`src/rtl/seq_logical_left_shift_pkg.sv`:
```
// Shared ALU shifter package.
// Holds the datapath width, shift-amount width, the shifter FSM state encoding and the largest
// legal shift amount. MAX_SHAMT is also used by the right shifter for its range check.
package seq_logical_left_shift_pkg;

  localparam int unsigned WIDTH   = 16;
  localparam int unsigned SHAMT_W = 4;

  // Any shift amount above this value forces a zero result.
  localparam logic [WIDTH-1:0] MAX_SHAMT = WIDTH'(15);

  // Encoding 2'd3 is illegal and recovers to StIdle.
  typedef enum logic [1:0] {
    StIdle   = 2'd0,
    StShift  = 2'd1,
    StFinish = 2'd2
  } shift_state_e;

endpackage

```
`src/rtl/seq_logical_left_shift_if.sv`:
```
// Start/busy/done handshake bundle for the sequential left shifter.
//   start    : request pulse, sampled when the shifter is not busy
//   a, b     : operand and unsigned shift amount, sampled on an accepted start
//   busy     : shift in progress
//   done     : one-cycle pulse when out/overflow become valid
//   out      : shifted result, held between operations
//   overflow : a 1 bit was shifted out past the MSB
// master drives the request side, slave is the shifter.
interface seq_logical_left_shift_if;
  import seq_logical_left_shift_pkg::*;

  logic             start;
  logic [WIDTH-1:0] a;
  logic [WIDTH-1:0] b;
  logic             busy;
  logic             done;
  logic [WIDTH-1:0] out;
  logic             overflow;

  modport master (
    output start, a, b,
    input  busy, done, out, overflow
  );

  modport slave (
    input  start, a, b,
    output busy, done, out, overflow
  );

endinterface

```
`src/rtl/seq_logical_left_shift_lsl_step_1bit.sv`:
```
// One step of the sequential logical left shift (combinational).
//   sreg_i : current shift register        sreg_o : shift register moved left by one, LSB zero
//   acc_i  : current overflow accumulator  acc_o  : accumulator ORed with the bit leaving the MSB
module seq_logical_left_shift_lsl_step_1bit
  import seq_logical_left_shift_pkg::*;
(
  input  logic [WIDTH-1:0] sreg_i,
  input  logic             acc_i,
  output logic [WIDTH-1:0] sreg_o,
  output logic             acc_o
);

  always_comb begin
    sreg_o = {sreg_i[WIDTH-2:0], 1'b0};
    acc_o  = acc_i | sreg_i[WIDTH-1];
  end

endmodule

```
`src/rtl/seq_logical_left_shift.sv`:
```
// Multi-cycle logical left shifter: shifts a left by b, one bit per clock, zero-filling from the
// LSB. Shift amounts above MAX_SHAMT give a zero result with overflow = |a.
//   clk : rising-edge clock
//   rst : asynchronous active-high reset
//   bus : start/a/b request in, busy/done/out/overflow out (all outputs registered)
module seq_logical_left_shift
  import seq_logical_left_shift_pkg::*;
(
  input logic                     clk,
  input logic                     rst,
  seq_logical_left_shift_if.slave bus
);

  shift_state_e       state_q, state_d;
  logic [WIDTH-1:0]   sreg_q, sreg_d;
  logic               acc_q, acc_d;
  logic [SHAMT_W-1:0] cnt_q, cnt_d;
  logic [WIDTH-1:0]   out_q, out_d;
  logic               ovf_q, ovf_d;

  logic [WIDTH-1:0]   step_sreg;
  logic               step_acc;
  logic               accept;
  logic               out_of_range;
  logic               zero_shamt;
  logic               last_step;

  seq_logical_left_shift_lsl_step_1bit u_step (
    .sreg_i (sreg_q),
    .acc_i  (acc_q),
    .sreg_o (step_sreg),
    .acc_o  (step_acc)
  );

  // FINISH accepts a new start just like IDLE, so results can stream back to back.
  assign accept       = bus.start && ((state_q == StIdle) || (state_q == StFinish));
  assign out_of_range = bus.b > MAX_SHAMT;
  assign zero_shamt   = (bus.b[SHAMT_W-1:0] == '0);
  assign last_step    = (cnt_q == SHAMT_W'(1));

  // State register
  always_ff @(posedge clk or posedge rst) begin
    if (rst) begin
      state_q <= StIdle;
    end else begin
      state_q <= state_d;
    end
  end

  // Next-state logic
  always_comb begin
    state_d = StIdle;
    unique case (state_q)
      StIdle, StFinish: begin
        if (accept) begin
          state_d = (out_of_range || zero_shamt) ? StFinish : StShift;
        end else begin
          state_d = StIdle;
        end
      end
      StShift: state_d = last_step ? StFinish : StShift;
      default: state_d = StIdle;
    endcase
  end

  // Outputs decode straight from registered state, so no input reaches an output combinationally.
  always_comb begin
    bus.busy     = (state_q == StShift);
    bus.done     = (state_q == StFinish);
    bus.out      = out_q;
    bus.overflow = ovf_q;
  end

  // Datapath next-state
  always_comb begin
    sreg_d = sreg_q;
    acc_d  = acc_q;
    cnt_d  = cnt_q;
    out_d  = out_q;
    ovf_d  = ovf_q;
    if (accept) begin
      sreg_d = bus.a;
      acc_d  = 1'b0;
      cnt_d  = '0;
      if (out_of_range) begin
        sreg_d = '0;
        acc_d  = |bus.a;
        out_d  = '0;
        ovf_d  = |bus.a;
      end else if (zero_shamt) begin
        out_d = bus.a;
        ovf_d = 1'b0;
      end else begin
        cnt_d = bus.b[SHAMT_W-1:0];
      end
    end else if (state_q == StShift) begin
      sreg_d = step_sreg;
      acc_d  = step_acc;
      cnt_d  = cnt_q - SHAMT_W'(1);
      // Publish the final step directly so out/overflow are valid the cycle done is high.
      if (last_step) begin
        out_d = step_sreg;
        ovf_d = step_acc;
      end
    end
  end

  always_ff @(posedge clk or posedge rst) begin
    if (rst) begin
      sreg_q <= '0;
      acc_q  <= 1'b0;
      cnt_q  <= '0;
      out_q  <= '0;
      ovf_q  <= 1'b0;
    end else begin
      sreg_q <= sreg_d;
      acc_q  <= acc_d;
      cnt_q  <= cnt_d;
      out_q  <= out_d;
      ovf_q  <= ovf_d;
    end
  end

endmodule

```
`src/flat_wrapper.sv`:
```
// flat-port wrapper written by rule: the top's interface ports become plain ports
module seq_logical_left_shift_flat import seq_logical_left_shift_pkg::*;
  (clk, rst, bus_start, bus_a, bus_b, bus_busy, bus_done, bus_out, bus_overflow);
  seq_logical_left_shift_if bus_i ();
  input logic clk;
  input logic rst;
  input wire logic [$bits(bus_i.start)-1:0] bus_start;
  input wire logic [$bits(bus_i.a)-1:0] bus_a;
  input wire logic [$bits(bus_i.b)-1:0] bus_b;
  output wire logic [$bits(bus_i.busy)-1:0] bus_busy;
  output wire logic [$bits(bus_i.done)-1:0] bus_done;
  output wire logic [$bits(bus_i.out)-1:0] bus_out;
  output wire logic [$bits(bus_i.overflow)-1:0] bus_overflow;
  assign bus_i.start = bus_start;
  assign bus_i.a = bus_a;
  assign bus_i.b = bus_b;
  assign bus_busy = bus_i.busy;
  assign bus_done = bus_i.done;
  assign bus_out = bus_i.out;
  assign bus_overflow = bus_i.overflow;
  seq_logical_left_shift u_core (.clk(clk), .rst(rst), .bus(bus_i));
endmodule
```
`config.mk`:
```
export PLATFORM = sky130hd
export DESIGN_NAME = seq_logical_left_shift_flat
export DESIGN_NICKNAME = d
export VERILOG_FILES = /design/src/rtl/seq_logical_left_shift_pkg.sv /design/src/rtl/seq_logical_left_shift_if.sv /design/src/rtl/seq_logical_left_shift_lsl_step_1bit.sv /design/src/rtl/seq_logical_left_shift.sv /design/src/flat_wrapper.sv
export SDC_FILE = /design/constraint.sdc
export NUM_CORES = 1
export LEC_CHECK = 0
export ABC_CLOCK_PERIOD_IN_PS = 1700
export CORE_AREA = 2 2 99 77
export CTS_BUF_LIST = sky130_fd_sc_hd__clkbuf_4 sky130_fd_sc_hd__clkbuf_8
export CTS_CLUSTER_SIZE = 16
export DETAILED_ROUTE_END_ITERATION = 7
export DIE_AREA = 0 0 101 79
export PLACE_DENSITY = 0.64
export SLEW_MARGIN = 10
export SYNTH_ARGS = -nofsm -noshare
export SYNTH_HDL_FRONTEND = slang
export SYNTH_HIERARCHICAL = 1
export SYNTH_SLANG_ARGS = --single-unit
```
`constraint.sdc`:
```
create_clock -name clk -period 1.7 [get_ports clk]
set_clock_uncertainty 0.05 [all_clocks]
set_input_delay 0.255 -clock clk [delete_from_list [all_inputs] [get_ports clk]]
set_output_delay 0.255 -clock clk [all_outputs]
set_load 0.01 [all_outputs]
```
; After elaboration in Yosys (flattened, before gate mapping)
; Index checks and enable logic that the tools add are counted.
[word_totals]
out_inout_bits = 19
input_bits = 35
ff_bits = 40
elab_cells = 47
[op_classes]
magnitude_cmp = 1
n_eq_ne = 4
mux = 24
bitwise = 1
reduce_logical = 10
n_addsub = 1
[ops]
columns = op, n
row1 = $mux W16, 8
row2 = $gt A16 B4 Y1 const B, 1
row3 = $mux W4, 4
row4 = $reduce_or A16 Y1, 1
row5 = $mux W1, 8
row6 = $mux W2, 3
row7 = $eq A4 B1 Y1 const B, 1
row8 = $logic_not A4 Y1, 1
row9 = $pmux W2 S2, 1
row10 = $reduce_bool A2 Y1, 2
row11 = $sub A4 B1 Y4 const B, 1
row12 = $ne A3 B3 Y1 const B, 1
row13 = $reduce_and A3 Y1, 1
row14 = $eq A2 B1 Y1 const B, 1
row15 = $eq A2 B2 Y1 const B, 1
row16 = $logic_not A2 Y1, 1
row17 = $logic_or A1 B1 Y1, 2
row18 = $reduce_or A2 Y1, 1
row19 = $logic_and A1 B1 Y1, 1
row20 = $or A1 B1 Y1, 1

; Logic depth before layout (Yosys ltp)
[logic_depth]
word_depth = 5
ltp_mapped = 7
ltp_nobuf = 6

; Modules after synthesis
; Netlist, hierarchy kept.
[by_module_without_submodules]
columns = module, area_each_um2, cells_per_inst, n_inst, seq_area_each_um2
row1 = seq_logical_left_shift, 1873.0, 165, 1, 1001.0
row2 = seq_logical_left_shift_lsl_step_1bit, 130.1, 18, 1, 0.0

; Worst setup path before layout
; No wires, ideal clock.
[synth_path]
path_type = reg-to-reg
start = register u_core.cnt_q[1]
end = register u_core.out_q[0] (netlist: u_core/bus.out[0])
t_required_ns = 1.525
stages_incl_launch_ff = 7
n_path_buf = 0
t_arrival_ns = 1.568
synth_period_minus_slack_ns = 1.743
setup_slack_ns = -0.043
setup_ns = 0.125
path_cell_list = dfrtp_1 -> inv_1 -> ha_1 -> or3b_2 -> o22ai_4 -> a21oi_4 -> mux2_2
[synth_via]
elab_chain_len = 3
[synth_rtl]
columns = element, line_no
row1 = start: declaration, seq_logical_left_shift.sv:17  ; logic [SHAMT_W-1:0] cnt_q, cnt_d;
row2 = start signal: assignment, seq_logical_left_shift.sv:118  ; cnt_q <= cnt_d;
row3 = $eq A4 B1 Y1, seq_logical_left_shift.sv:39  ; assign last_step = (cnt_q == SHAMT_W'(1));
row4 = $reduce_bool A2 Y1 (no source line), -
row5 = $reduce_and A3 Y1 (no source line), -
row6 = end signal: assignment, seq_logical_left_shift.sv:119  ; out_q <= out_d;
row7 = end: declaration, seq_logical_left_shift.sv:18  ; logic [WIDTH-1:0] out_q, out_d;
; Every way passes these cells.
; A chain may end at the register's enable or synchronous reset.

; Worst setup path in the final report
[layout_path]
start = register u_core.cnt_q[1]
end = register u_core.out_q[12] (netlist: u_core/bus.out[12])
; Same word-level chain as after synthesis.

==> qor.csv <==
stage;metric;value;unit
route;DRT iter0 DRCs;53;
timing;Tmin final;1.818;ns
grt;largest net degree at the start of global routing;41;
route;routed len/inst;14.14;um
synth;number of synthesized flops with an enable pin;0;
die;die area;0.007979;mm2
die;Die Wd;101;um
synth;netlist area before placement;0.002003;mm2
clocking;worst skew pair latency;0.29;ns
synth;post-synthesis mux area share;12.80;%
power;leakage;1.285;nW
grt;initial antenna violation count;0;
power;sequential share of power;46.9;%
synth;Post-synth top flop;dfrtp_1;
worst_setup_path;CP Launch Type;register;
power;switching power;0.5344;mW
timing;setup ws final;-0.1184;ns
die;area of the core;0.007094;mm2
route;Routed Wire Length;4778;um
timing;pins over their slew limit;0;
die;Core Rows;27;
run_status;failing checks;negative setup slack;
worst_setup_path;Worst Path Arrival;1.93;ns
power;clock share of power;33.9;%
power;total power;2.269;mW
place;gpl congestion;0.7509;
synth;Post-Synth XOR/XNOR Area;0.8745;%
worst_setup_path;Req. time, crit path;1.81;ns
synth;Synth top area share;49.97;%
clocking;H-tree level count;2;
clocking;CTS tree;yes;
job;max cap viols;0;
synth;synth top area cells;dfrtp_1 (50%), mux2_2 (7.3%), buf_4 (6.7%), mux2i_1 (5.5%), a22oi_1 (4.5%);
route;DR vias/cell;4.574;
route;post-route ant nets;0;
worst_setup_path;Crit. End Element;register;
clocking;CTS root buf;clkbuf_8;
timing;Final setup violation count;17;
synth;register area share after synthesis;49.97;%
power;switching portion of total power;23.55;%
synth;largest family of logic cells by synthesized area;compound AO/OA/AOI/OAI gates;
worst_hold_path;Hold Path Class;in -> async;
place;# port buffers;53;
clocking;Num CTS Buffers;5;
timing;RSZ-0062 raised after global routing;yes;
synth;Synth cell types;30;
synth;adder-cell share of the synthesized area;1.249;%
die;Initial Util;28.24;%
synth;cell taking the most area after synthesis;dfrtp_1;
run_status;status;complete, but fails checks;
finish;filler instances;700;
finish;share of cells above drive strength 1;25.50;%
finish;commonest non-fill, non-tap cell in the layout;clkdlybuf4s50_1;
power;design internal power;1.735;mW
synth;post-synthesis net count;220;
clocking;worst-case clock buffer depth;2;
timing;post-route clock period utilization;107.0;%
die;Die Ht;79;um
synth;Mean Syn Cell Area;10.95;um2
place;Placed Cells;323;
finish;antenna cells;0;
finish;commonest non-fill, non-tap cells in the layout;clkdlybuf4s50_1 (51), dfrtp_1 (40), buf_4 (27);
power;combinational share of power;19.2;%
grt;vias in the first global route;1611;
clocking;Sink Count;40;
finish;area grow syn2layout;45.72;%
synth;Compound-Gate Fraction of Synth Area;13.55;%
route;first-pass detailed-route iteration total;4;
worst_setup_path;critical path fanouts, max;8;
grt;first-pass GRT wire length;7886;um
grt;grt ovf;0;
finish;fin util;41.15;%
power;P per Cell Area;777.4;mW/mm2
synth;asr flop ratio synth;100.0;%
synth;register bit total from synthesis;40;
timing;Fin. Hold Viols;0;
synth;Synth Warn #;6;
place;Detailed Place HPWL;3458;um
worst_setup_path;CP Class;reg -> reg;
synth;Syn Inst Count;183;
grt;GRT Resource Usage Total;12.68;%
route;post-route DRC violation count;0;
die;io pins;54;
synth;post-synthesis simple-gate area fraction;9.931;%
clocking;Clock Pin Slew Worst Setup and Hold Paths;0.07;ns
finish;fin cells;338;
finish;fin nets;287;
power;peak supply drop;0.0003809;V
timing;f_max;549.9;MHz
route;detailed-route via count;1546;
[worst max-delay path, stage by stage, from the launching register on]
cell     delay, ns
dfrtp_1       0.39
inv_2         0.09
ha_4          0.12
or3b_4        0.38
o22ai_4       0.20
a21oi_4       0.06
buf_12        0.14
buf_12        0.13
mux2i_1       0.12
[path summary, 6_finish.rpt]
path | startpoint | slack [ns] | cells after the start | to
max | u_core/cnt_q[1] | -0.12 | 8 | u_core/bus.out[12]
min | rst | 0.28 | 3 | u_core/bus.out[8]
max reg2reg | u_core/cnt_q[1] | -0.12 | 8 | u_core/bus.out[12]
min reg2reg | u_core/state_q[1] | 0.41 | 1 | u_core/state_q[0]
max in group asynchronous | rst | 1.12 | 3 | u_core/bus.out[11]
min in group clk | u_core/state_q[1] | 0.41 | 1 | u_core/state_q[0]
[state kept, by name (all words and copies together) (netlist names)]
signal and flops:
u_core/cnt_q 4, u_core/acc_q 1, u_core/bus.out 16, u_core/bus.overflow 1, u_core/sreg_q 16, u_core/state_q 2
[cells in the mapped netlist, types with 2 or more instances]
cell and number:
a21oi_1 13, a22o_1 6, a22oi_1 12, and4_1 2
buf_2 3, buf_4 18, clkbuf_1 2, dfrtp_1 40
ha_1 2, inv_1 15, mux2_2 13, mux2i_1 11
nand2_1 5, nand2b_1 2, nor2_1 13, nor2b_1 2
nor4_1 8, o21ai_0 4
[per-layer routing]
metal | up-vias | GRT usage, % | routed length, um
li1 | 756 | - | -
met1 | 746 | 17.07 | 2219
met2 | 39 | 20.13 | 2238
met3 | 5 | 3.873 | 287
met4 | 0 | 2.838 | 31
met5 | - | 0 | 0
[repair_timing]
item                                    4_1_cts  5_1_grt
endpoints found under the setup margin       19       34
pin swaps                                     1        0
cloned                                        1        0
gates resized for setup                       7        6
hold buffers                                  0        0
setup buffers                                 5        2
hold endpoints to repair                      0        0
[cell type report]
type / instances / area, um2 / share of cell area, %
Timing Repair Buffer: 84 / 818.3 / 28.03
Inverter: 15 / 56.30 / 1.929
Clock inverter: 2 / 35.03 / 1.200
Clock buffer: 6 / 76.32 / 2.615
Sequential cell: 40 / 1001 / 34.29
Multi-Input combinational cell: 104 / 823.3 / 28.20
Tap cell: 87 / 108.9 / 3.729
[per-stage QoR]
step / hold WS, ns / setup WS [ns] / TNS, ns / cell area, um2
5_1_grt: 0.2992 / -0.1830 / -2.986 / 2919
4_1_cts: 0.2914 / -0.1048 / -1.669 / 2883
6_report: 0.2818 / -0.1184 / -1.886 / 2919
3_5_place_dp: 0.4023 / -0.4604 / -12.35 / 2678
2_1_floorplan: 0.3218 / 0.03578 / 0 / 2006
3_3_place_gp: 0.3956 / -0.3800 / -9.842 / 2678
[power groups by stage]
stage	clock [mW]	combinational, mW	sequential [mW]
floorplan	0	0.205	1.09
global placement	0	0.405	1.08
detailed placement	0	0.409	1.08
CTS	0.804	0.435	1.06
global route	0.848	0.474	1.07
finish	0.770	0.436	1.06
[kinds of logic after synthesis]
group                    Yosys count
AO/OA/AOI/OAI                     38
multiplexers                      24
adder cells (fa/ha/maj)            2
AND/OR/NAND/NOR                   37
flip-flops                        40
buffers and inverters             39
other                              1
XOR/XNOR                           2
No activity file was read; power rests on OpenSTA's default activity.
